### src/rtl/mul_shift_add_pkg.sv
// Shared constants for the shift-add multiplier: control-state encodings (also decoded
// by the divider's control unit), the default operand width and an operand magnitude helper.
package mul_shift_add_pkg;

    localparam int DEFAULT_WIDTH = 16;

    localparam logic [1:0] IDLE = 2'd0;
    localparam logic [1:0] RUN  = 2'd1;
    localparam logic [1:0] DONE = 2'd2;

    typedef enum logic [1:0] {
        S_IDLE = IDLE,
        S_RUN  = RUN,
        S_DONE = DONE
    } state_t;

    // The most negative value maps to itself, which reads correctly as an unsigned magnitude.
    function automatic logic [DEFAULT_WIDTH-1:0] magnitude16(input logic [DEFAULT_WIDTH-1:0] v);
        return v[DEFAULT_WIDTH-1] ? (~v + 1'b1) : v;
    endfunction

endpackage

### src/rtl/mul_shift_add_if.sv
// Operand/result bundle between the control unit (master) and the multiplier (slave).
interface mul_shift_add_if
    import mul_shift_add_pkg::*;
#(
    parameter int WIDTH = DEFAULT_WIDTH
);
    logic [WIDTH-1:0]         a;
    logic [WIDTH-1:0]         b;
    logic                     start;
    logic [2*WIDTH-1:0]       p;
    logic                     busy;
    logic                     ready;
    logic [$clog2(WIDTH)-1:0] count;

    modport master (output a, b, start, input p, busy, ready, count);
    modport slave  (input a, b, start, output p, busy, ready, count);
endinterface

### src/rtl/mul_shift_add_step.sv
// One radix-2 partial-product step: add the multiplicand into the high half when the
// current multiplier bit is set, keeping the carry as an extra bit.
module mul_step #(
    parameter int WIDTH = 16
) (
    input  logic [WIDTH-1:0] hi,
    input  logic             lsb,
    input  logic [WIDTH-1:0] mcand,
    output logic [WIDTH:0]   sum
);
    assign sum = {1'b0, hi} + (lsb ? {1'b0, mcand} : {(WIDTH+1){1'b0}});
endmodule

### src/rtl/mul_shift_add.sv
// Sequential radix-2 shift-add multiplier, one partial product per clock, start/busy/ready handshake.
// Define MUL_SIGNED_EN for two's-complement operands (sign-magnitude with final negation).
//
// state  | meaning
// IDLE   | after reset, no product available
// RUN    | iterating, p holds partial state
// DONE   | product valid on p, held until next start
module mul_shift_add
    import mul_shift_add_pkg::*;
#(
    parameter int WIDTH = DEFAULT_WIDTH
) (
    input logic             clk,
    input logic             clrn,
    mul_shift_add_if.slave  bus
);
    localparam int CW = $clog2(WIDTH);

    state_t             state, state_nxt;
    logic [WIDTH-1:0]   mcand, hi, lo;
    logic [CW-1:0]      count;
    logic [WIDTH:0]     sum;
    logic [2*WIDTH-1:0] shifted, prod_nxt;
    logic               last;

    mul_step #(.WIDTH(WIDTH)) u_step (
        .hi   (hi),
        .lsb  (lo[0]),
        .mcand(mcand),
        .sum  (sum)
    );

    assign last    = (count == CW'(WIDTH - 1));
    assign shifted = {sum, lo[WIDTH-1:1]};

`ifdef MUL_SIGNED_EN
    logic neg;

    function automatic logic [WIDTH-1:0] mag(input logic [WIDTH-1:0] v);
        return v[WIDTH-1] ? (~v + 1'b1) : v;
    endfunction

    assign prod_nxt = (last && neg) ? (~shifted + 1'b1) : shifted;

    always_ff @(posedge clk or negedge clrn) begin
        if (!clrn) begin
            neg <= 1'b0;
        end else if (bus.start) begin
            neg <= bus.a[WIDTH-1] ^ bus.b[WIDTH-1];
        end
    end
`else
    assign prod_nxt = shifted;
`endif

    always_ff @(posedge clk or negedge clrn) begin
        if (!clrn) begin
            state <= S_IDLE;
        end else begin
            state <= state_nxt;
        end
    end

    // start wins from any state, including mid-run; a restart simply reloads.
    always_comb begin
        state_nxt = state;
        if (bus.start) begin
            state_nxt = S_RUN;
        end else if (state == S_RUN && last) begin
            state_nxt = S_DONE;
        end
    end

    always_ff @(posedge clk or negedge clrn) begin
        if (!clrn) begin
            mcand <= '0;
            hi    <= '0;
            lo    <= '0;
            count <= '0;
        end else if (bus.start) begin
`ifdef MUL_SIGNED_EN
            mcand <= mag(bus.a);
            lo    <= mag(bus.b);
`else
            mcand <= bus.a;
            lo    <= bus.b;
`endif
            hi    <= '0;
            count <= '0;
        end else if (state == S_RUN) begin
            hi    <= prod_nxt[2*WIDTH-1:WIDTH];
            lo    <= prod_nxt[WIDTH-1:0];
            count <= count + 1'b1;
        end
    end

    assign bus.p     = {hi, lo};
    assign bus.busy  = (state == S_RUN);
    assign bus.ready = (state == S_DONE);
    assign bus.count = count;

endmodule

### src/flat_wrapper.sv
// flat-port wrapper written by rule: the top's interface ports become plain ports
module mul_shift_add_flat import mul_shift_add_pkg::*;
#(
    parameter int WIDTH = DEFAULT_WIDTH
)
  (clk, clrn, bus_a, bus_b, bus_start, bus_p, bus_busy, bus_ready, bus_count);
  mul_shift_add_if #(.WIDTH(WIDTH)) bus_i ();
  input logic clk;
  input logic clrn;
  input wire logic [$bits(bus_i.a)-1:0] bus_a;
  input wire logic [$bits(bus_i.b)-1:0] bus_b;
  input wire logic [$bits(bus_i.start)-1:0] bus_start;
  output wire logic [$bits(bus_i.p)-1:0] bus_p;
  output wire logic [$bits(bus_i.busy)-1:0] bus_busy;
  output wire logic [$bits(bus_i.ready)-1:0] bus_ready;
  output wire logic [$bits(bus_i.count)-1:0] bus_count;
  assign bus_i.a = bus_a;
  assign bus_i.b = bus_b;
  assign bus_i.start = bus_start;
  assign bus_p = bus_i.p;
  assign bus_busy = bus_i.busy;
  assign bus_ready = bus_i.ready;
  assign bus_count = bus_i.count;
  mul_shift_add #(.WIDTH(WIDTH)) u_core (.clk(clk), .clrn(clrn), .bus(bus_i));
endmodule
### config.mk
export PLATFORM = sky130hd
export DESIGN_NAME = mul_shift_add_flat
export DESIGN_NICKNAME = d
export VERILOG_FILES = /design/src/rtl/mul_shift_add_pkg.sv /design/src/rtl/mul_shift_add_if.sv /design/src/rtl/mul_shift_add_step.sv /design/src/rtl/mul_shift_add.sv /design/src/flat_wrapper.sv
export SDC_FILE = /design/constraint.sdc
export NUM_CORES = 1
export LEC_CHECK = 0
export BUFFER_PORTS_ARGS = -buffer_cell sky130_fd_sc_hd__buf_4
export CAP_MARGIN = 0
export CORE_AREA = 3 3 99 101
export CTS_CLUSTER_SIZE = 25
export DETAILED_ROUTE_END_ITERATION = 8
export DIE_AREA = 0 0 102 104
export PLACE_DENSITY = 0.55
export RECOVER_POWER = 50
export SYNTH_ARGS = -nofsm -noshare
export SYNTH_HDL_FRONTEND = slang
export SYNTH_SLANG_ARGS = --single-unit
### constraint.sdc
create_clock -name clk -period 2.7 [get_ports clk]
set_input_delay 0.135 -clock clk [delete_from_list [all_inputs] [get_ports clk]]
set_output_delay 0.135 -clock clk [all_outputs]
set_load 0.02 [all_outputs]
# --- After elaboration in Yosys (flattened, before gate mapping) ---
# Index checks and enable logic that the tools add are counted.
totals:
  regBits: 54
  in_bits: 35
  output_inout_bits: 38
classes:
  n_eq_ne: 3
  muxes: 9
  add_sub_neg: 2
  n_reduce_logical: 3
ops:
  columns: ["operator", "count"]
  rows:
  - ["16-bit two-way mux", 5]
  - ["16-bit by 17-bit adder with 17-bit output", 1]
  - ["4-bit two-way mux", 2]
  - ["4-bit by 1-bit adder with 4-bit output, second input constant", 1]
  - ["4-bit equality test, second input constant", 1]
  - ["2-bit two-way mux", 2]
  - ["2-bit nonzero test", 2]
  - ["2-bit by 1-bit equality test with 1-bit output, second input constant", 1]
  - ["2-bit equality test, second input constant", 1]
  - ["1-bit logical AND", 1]

# --- Logic depth before layout (Yosys ltp) ---
# Gate-level depths: netlist of run 1.
logic_depth:
  word_depth: 4
  ltp_mapped: 11
  mapped_depth_nobuf: 10

# --- By module ---
# A second synthesis of run 1 with hierarchy kept.
hier_totals:
  cells_unflattened: 328
  hier_area_um2: 3198.1
modules_own_cells:
  columns: ["module", "area_each_um2", "instances", "cells_each"]
  rows:
  - ["mul_shift_add", 2238.4, 1, 201]
  - ["mul_step", 959.7, 1, 127]

# --- Worst setup path after synthesis of run 1 ---
# Ideal clock, no wire load.
synth_path:
  path_type: "reg2reg"
  startpoint: "register u_core.lo[0]"
  endpoint: "register u_core.hi[9]"
  slack_ps: 235
  path_stages_with_launch: 12
  arrival_time_ps: 2344
  t_required_ps: 2579
  path_buffers: 1
  path_cell_list: "dfrtp_1 clkbuf_1 and2_1 ha_1 inv_1 fa_1 nand2b_1 a21oi_1 o211ai_1 and2b_1 xnor2_1 a22o_1"
synth_between:
  elab_chain_cells: 4
synth_lines:
  columns: ["item", "line_no", "rtl"]
  rows:
  - ["start: declaration", "mul_shift_add.sv:20", "logic [WIDTH-1:0] mcand, hi, lo;"]
  - ["start signal: assignment", "mul_shift_add.sv:86", "lo <= bus.b;"]
  - ["start signal: assignment", "mul_shift_add.sv:92", "lo <= prod_nxt[WIDTH-1:0];"]
  - ["16-bit two-way mux", "mul_shift_add_step.sv:11", "assign sum = {1'b0, hi} + (lsb ? {1'b0, mcand} : {(WIDTH+1){1'b0}});"]
  - ["16-bit by 17-bit adder with 17-bit output", "mul_shift_add_step.sv:11", null]
  - ["16-bit two-way mux", "mul_shift_add.sv:90", "end else if (state == S_RUN) begin"]
  - ["16-bit two-way mux", "mul_shift_add.sv:80", "end else if (bus.start) begin"]
  - ["end signal: assignment", "mul_shift_add.sv:91", "hi <= prod_nxt[2*WIDTH-1:WIDTH];"]
  - ["end: declaration", "mul_shift_add.sv:20", null]
# No other way between the ends. The select of a mux whose other input is x is not followed.
# A chain may end at the register's enable or synchronous reset.

# --- Final worst setup path of run 1 ---
layout_path:
  startpoint: "register u_core.lo[0]"
  endpoint: "register u_core.hi[15]"
# The elaborated chain is that of the path after synthesis.

==> metrics.md, run 1 <==
| Metric | Value |
|---|---|
| Horiz. Die Dim | `102 um` |
| Clock Latency Late Sink | `0.31 ns` |
| Starting Density | `0.343` |
| Vias in the first global route | `2485` |
| Port buffer count | `72` |
| WP data required | `2.87 ns` |
| Worst Hold Depth | `3` |
| Row count | `35` |
| Worst Tran Pin Value | `1.37 ns` |
| Synth warn | `0` |
| RSZ-0062 raised after global routing | `false` |
| Pin count of the biggest net entering global routing | `55` |
| Final core utilization | `0.423` |
| Iteration-0 DRC Markers | `87` |
| N_diodes | `0` |
| Slew HR | `0.0893` |
| Cell count after synthesis | `313` |
| CTS Buffer Depth | `2` |
| Initial antenna violation count | `0` |
| Clock-pin slew on the worst setup and hold paths | `0.10 ns` |
| P_leak | `1.88 nW` |
| Final Hold Fails | `0` |
| Hold path start | `bus_b[10]` |
| #FFs+latches synth | `54` |
| WL/cell | `15.0 um` |
| Final setup fails | `0` |
| Reg2reg start | `u_core.lo[0]$_DFFE_PN0P_` |
| Postcts setup bufs | `0` |
| Type of origin of the critical path | `register` |
| Layout Nets | `433` |
| Syn Area/Cell | `9.99 um^2` |
| Post-synth EDFFs | `0` |
| Yosys top cell area share | `0.432` |
| Slew Viols, Final | `0` |
| Critical path's largest stage delay | `0.44 ns` |
| Ys async rst share | `1.00` |
| Post-synthesis cell area | `3130 um^2` |
| CTS tree | `yes` |
| Crit-path max FO | `10` |
| Setup CP Type | `reg2reg` |
| First-pass iteration count of the detailed router | `4` |
| Core area | `9110 um^2` |
| Via count | `2502` |
| Post-synthesis sequential area ratio | `0.432` |
| Area leader, netlist | `dfrtp_1` |
| Min cycle time layout | `2.54 ns` |
| Worst path cell trace | `buf_4 > and2_1 > ha_1 > a21o_1 > a31o_1 > a221oi_2 > o21ai_2 > a2111oi_2 > nor4_1` |
| Synth Flop Type | `dfrtp_1` |
| Worst path arrival time | `2.72 ns` |
| Worst r2r dst | `u_core.hi[15]$_DFFE_PN0P_` |
| Final WL | `7.38 mm` |
| Filler Cells Inserted | `922` |
| Global Route Usage Sum | `0.145` |
| Max-capacitance violation count | `0` |
| Final worst-path cycle share | `0.942` |
| Share of layout cells above drive strength 1 | `0.286` |
| ANT nets after route | `0` |
| CTS Sinks | `54` |
| Max stage delay cell, worst path | `dfrtp_1` |
| Mapped Nets | `366` |
| CP Launch Point | `u_core.lo[0]$_DFFE_PN0P_` |
| Clock buffers created by TritonCTS | `5` |
| Die Height | `104 um` |
| Critical path endpoint category | `register` |
| Clk root buf | `clkbuf_8` |
| TNS Setup | `0 ns` |
| Status | `finished clean` |
| Routability cong. | `0.827` |
| I/O pins | `73` |
| Vias/cell | `5.09` |
| Max VDD drop | `0.000222 V` |
| Global-route wire length before repair | `12.4 mm` |
| Congestion Overflow GR | `0` |
| Hold Crit Endpoint | `u_core.lo[10]$_DFFE_PN0P_` |
| Htree depth | `2` |
| Skew final | `0.00652 ns` |
| Post-synthesis cell type count | `47` |
| Hold WC Path Type | `in2reg` |
| F_max | `0.393 GHz` |
| Flop-to-flop setup slack | `0.16 ns` |
| Die Area | `10600 um^2` |
| Area grow syn2layout | `23.3%` |
| Power Dens Cells | `582 nW/um^2` |
| Hpwl dp | `5.42 mm` |
| Residual DRC | `0` |
| Top post-synthesis cells by area | `dfrtp_1 (43%), ha_1 (6.8%), mux2i_1 (6.1%)` |
| R2r worst-path depth | `9` |
-- critical path: cells and delay by family, from the launching register on --
family,cells,cell delay (ns)
buffers and inverters,1,0.18
AND/OR/NAND/NOR,2,0.23
adder cells (fa/ha/maj),1,0.38
flip-flops,1,0.44
AO/OA/AOI/OAI,5,1.17
-- synthesized netlist by cell type, types with 5 or more instances --
cell type	instances
and2_1	15
mux2i_1	19
nand2_1	39
a21oi_1	20
a21o_1	11
ha_1	17
xor2_1	5
mux2_2	16
nor2_1	12
clkbuf_1	12
a22o_1	6
dfrtp_1	54
nand3_1	7
o21ai_0	17
nand4_1	6
xnor2_1	6
-- layer usage --
layer / track usage / wire (um) / up-vias
met5: 0 / 0 / -
met4: 0.0281 / 46 / 0
met3: 0.0490 / 494 / 4
met2: 0.221 / 3440 / 53
met1: 0.202 / 3400 / 1204
li1: - / - / 1241
-- cell families (layout without fill, tap and decap cells) --
| logic type | Yosys count | count (layout) | share of synthesized area |
|---|---|---|---|
| adder cells (fa/ha/maj) | 18 | 18 | 0.0745 |
| multiplexers | 35 | 35 | 0.118 |
| AND/OR/NAND/NOR | 99 | 99 | 0.155 |
| AO/OA/AOI/OAI | 71 | 71 | 0.151 |
| flip-flops | 54 | 54 | 0.432 |
| buffers and inverters | 25 | 93 | 0.0376 |
| XOR/XNOR | 11 | 11 | 0.0308 |
-- where the power goes --
| group | total [mW] | switching (mW) | leakage, nW | internal (mW) |
|---|---|---|---|---|
| logic | 0.761 | 0.414 | 1.16 | 0.347 |
| clock network | 0.490 | 0.278 | 0.0478 | 0.212 |
| registers | 0.991 | 0.0852 | 0.671 | 0.906 |
-- repair_timing --
item | 4_1_cts | 5_1_grt
hold buffers | 1 | 0
resized for setup | 0 | 1
setup endpoints to repair | 0 | 1
hold endpoints to repair | 54 | 0
-- worst max-delay path by stage --
stage,end,slack [ns],cells past startpoint
2_1_floorplan,u_core.hi[9]$_DFFE_PN0P_,0.24,11
3_3_place_gp,u_core.hi[15]$_DFFE_PN0P_,0.27,9
3_5_place_dp,u_core.hi[15]$_DFFE_PN0P_,0.19,9
4_1_cts,u_core.hi[15]$_DFFE_PN0P_,0.14,9
5_1_grt,u_core.hi[15]$_DFFE_PN0P_,0.02,9
6_report,u_core.hi[15]$_DFFE_PN0P_,0.16,9
-- registers in the layout (all words and copies together) (netlist names) --
register          flops
u_core.hi            16
u_core.lo            16
u_core.mcand         16
u_core.bus.count      4
u_core.state          2
-- placed cells by master (no fill, tap or decap), types with 4 or more instances in the layout --
| master | instances |
|---|---|
| mux2_2 | 16 |
| nand2b_1 | 4 |
| and2_1 | 15 |
| nor2_1 | 12 |
| nand2_1 | 39 |
| dfrtp_1 | 54 |
| buf_4 | 74 |
| o21ai_0 | 17 |
| nand3_1 | 7 |
| a22o_1 | 6 |
| xor2_1 | 5 |
| mux2i_1 | 19 |
| a21oi_1 | 19 |
| clkbuf_1 | 4 |
| nor3_1 | 4 |
| a21o_1 | 11 |
| inv_1 | 4 |
| ha_1 | 17 |
| nand4_1 | 6 |
| xnor2_1 | 6 |
| clkbuf_8 | 6 |
-- per-stage QoR --
step	setup slack, ns	hold WS [ns]	total power [mW]	cells	area [um^2]
final	0.157	0.0258	2.24	492	3850
after global routing	0.0220	0.0202	2.40	492	3850
after CTS	0.140	0.0185	2.28	492	3870
after detailed placement	0.186	0.236	1.78	483	3760
after global placement	0.271	0.242	1.77	483	3760
after floorplan	0.235	-0.161	1.50	313	3130
-- final cells by class --
| type | count | area (um^2) | area share |
|---|---|---|---|
| Clock buffer | 6 | 82.6 | 0.0214 |
| Tap cell | 111 | 139 | 0.0360 |
| Clock inverter | 2 | 16.3 | 0.00422 |
| Timing Repair Buffer | 80 | 586 | 0.152 |
| Inverter | 5 | 18.8 | 0.00487 |
| Sequential cell | 54 | 1350 | 0.351 |
| Multi-Input combinational cell | 234 | 1660 | 0.431 |
Power figures use the tool's default switching activity.
==> run 2, diff against run 1 <==
- CTS_BUF_LIST: not set -> sky130_fd_sc_hd__clkbuf_16
==> metrics.md, run 2 (synthesis gave the netlist of run 1 again) <==
| Metric | Value |
|---|---|
| Vias/cell | `5.08 (-0.12%)` |
| Max-capacitance violation count | `0 (unchanged)` |
| Worst path arrival time | `2.70 ns (-0.02 ns)` |
| Via count | `2499 (-0.12%)` |
| Htree depth | `2 (unchanged)` |
| Power Internal | `1.55 mW (+5.9%)` |
| CTS tree | `yes` |
| Largest regs | `u_core.hi (16), u_core.lo (16), u_core.mcand (16)` |
| Inst Count DP | `483 (unchanged)` |
| CTS Sinks | `54 (unchanged)` |
| Congestion Overflow GR | `0 (unchanged)` |
| Min cycle time layout | `2.55 ns (+0.00475 ns)` |
| Setup Slack @ Placement | `0.186 ns (unchanged)` |
| CP Launch Point | `u_core.lo[0]$_DFFE_PN0P_` |
| Final WL | `7.40 mm (+0.30%)` |
| Final worst-path cycle share | `0.944 (+0.00176)` |
| Layout Nets | `433 (unchanged)` |
| Iteration-0 DRC Markers | `88 (+1.1%)` |
| Hold WC Path Type | `in2reg` |
| Core area | `9110 um^2 (unchanged)` |
| Final hold slack | `0.0464 ns (+0.0207 ns)` |
| Slew HR | `0.0905 (+0.00120)` |
| Critical path endpoint category | `register` |
| Share of layout cells above drive strength 1 | `0.220 (-0.0656)` |
| Hold path start | `bus_b[10]` |
| ANT nets after route | `0 (unchanged)` |
| Area grow syn2layout | `21.9%` |
| Global Route Usage Sum | `0.145 (about the same)` |
| Most common cell after layout, fill and taps aside | `dfrtp_1` |
| Starting Density | `0.343 (unchanged)` |
| Max VDD drop | `0.000268 V (+21%)` |
| Row count | `35 (unchanged)` |
| Clock buffers created by TritonCTS | `5 (unchanged)` |
| Crit-path max FO | `10 (unchanged)` |
| WP data required | `2.85 ns (-0.02 ns)` |
| Vias in the first global route | `2490 (+0.20%)` |
| Reg2reg start | `u_core.lo[0]$_DFFE_PN0P_` |
| Clk root buf | `clkbuf_16` |
| Pin count of the biggest net entering global routing | `55 (unchanged)` |
| Filler Cells Inserted | `931 (+0.98%)` |
| Skew final | `0.00561 ns (-0.000912 ns)` |
| Status | `finished clean` |
| Die Area | `10600 um^2 (unchanged)` |
| Clk network pwr share | `0.273 (+0.054)` |
| Final setup fails | `0 (unchanged)` |
| Global-route wire length before repair | `12.4 mm (unchanged)` |
| Post-Layout Cell Count | `492 (unchanged)` |
| Clock Latency Late Sink | `0.29 ns (-0.02 ns)` |
| Worst Tran Pin Value | `1.36 ns (-0.00181 ns)` |
| Total Power | `2.35 mW (+4.7%)` |
| Setup CP Type | `reg2reg` |
| Slew Viols, Final | `0 (unchanged)` |
| RSZ-0062 raised after global routing | `false` |
| WL/cell | `15.0 um (+0.30%)` |
| Port buffer count | `72 (unchanged)` |
| Power Dens Cells | `616 nW/um^2 (+5.9%)` |
| N_diodes | `0 (unchanged)` |
| Postcts setup bufs | `0 (unchanged)` |
| P_leak | `1.80 nW (-3.9%)` |
| Setup WS post-layout | `0.153 ns (-0.00474 ns)` |
| Cell Area, Placed | `3760 um^2 (unchanged)` |
| Final core utilization | `0.418 (-0.00481)` |
| Initial antenna violation count | `0 (unchanged)` |
| Sw frac | `0.339 (-0.00792)` |
| TNS Setup | `0 ns (unchanged)` |
| Die Height | `104 um (unchanged)` |
| I/O pins | `73 (unchanged)` |
| CTS Buffer Depth | `2 (unchanged)` |
| Routability cong. | `0.827 (unchanged)` |
| Residual DRC | `0 (unchanged)` |
| Net switching power | `0.795 mW (+2.3%)` |
| F_max | `0.393 GHz (-0.19%)` |
| Commonest cells after routing, fill and taps aside | `dfrtp_1 (54), buf_4 (50), nand2_1 (39)` |
| Horiz. Die Dim | `102 um (unchanged)` |
| Design Area, Final | `3810 um^2 (-1.1%)` |
| Flop pwr share | `0.422 (-0.020)` |
| Hpwl dp | `5.42 mm (unchanged)` |
| Gate power share | `0.305 (-0.034)` |
| Type of origin of the critical path | `register` |
| Clock-pin slew on the worst setup and hold paths | `0.07 ns (-0.03 ns)` |
| Final Hold Fails | `0 (unchanged)` |
| First-pass iteration count of the detailed router | `4 (unchanged)` |
[run 2: critical path: stages (launching register included)]
cell and delay (ns):
dfrtp_1 0.43, buf_4 0.18, and2_1 0.14, ha_1 0.37, a21o_1 0.20, a31o_1 0.23, a221oi_2 0.28, o21ai_2 0.12
a2111oi_2 0.35, nor4_1 0.09
[run 2: path summary, 6_finish.rpt]
check,end,slack (ns),cells after the start
min in group asynchronous,u_core.hi[12]$_DFFE_PN0P_,0.70,2
setup / recovery,u_core.hi[15]$_DFFE_PN0P_,0.15,9
max in group asynchronous,u_core.lo[1]$_DFFE_PN0P_,1.19,2
hold / removal,u_core.lo[10]$_DFFE_PN0P_,0.05,3
hold reg to reg,u_core.mcand[14]$_DFFE_PN0P_,0.50,1
setup reg to reg,u_core.hi[15]$_DFFE_PN0P_,0.15,9
[run 2: final cells by class]
cell class,instances,area [um^2],share of cell area
Clock inverter,3,20.0,0.00525
Tap cell,111,139,0.0365
Inverter,5,18.8,0.00493
Clock buffer,5,125,0.0328
Multi-Input combinational cell,234,1660,0.436
Sequential cell,54,1350,0.355
Timing Repair Buffer,80,495,0.130
[run 2: timing repair]
action                                  4_1_cts  5_1_grt
endpoints found under the hold margin        54        0
gates resized for setup                       0        1
hold buffers                                  1        0
endpoints found under the setup margin        0        1
[run 2: power groups by stage]
stage	sequential [mW]	clock, mW	combinational [mW]
final	0.990	0.641	0.716
after global routing	1.01	0.700	0.797
after CTS	0.994	0.658	0.772
after detailed placement	1.01	0	0.768
after global placement	1.01	0	0.761
after floorplan	1.08	0	0.424
[run 2: routing by layer]
layer  wire [um]  vias to the layer above  GRT usage
li1            -                     1238          -
met1        3430                     1205      0.202
met2        3430                       52      0.221
met3         494                        4     0.0490
met4          52                        0     0.0281
met5           0                        -          0
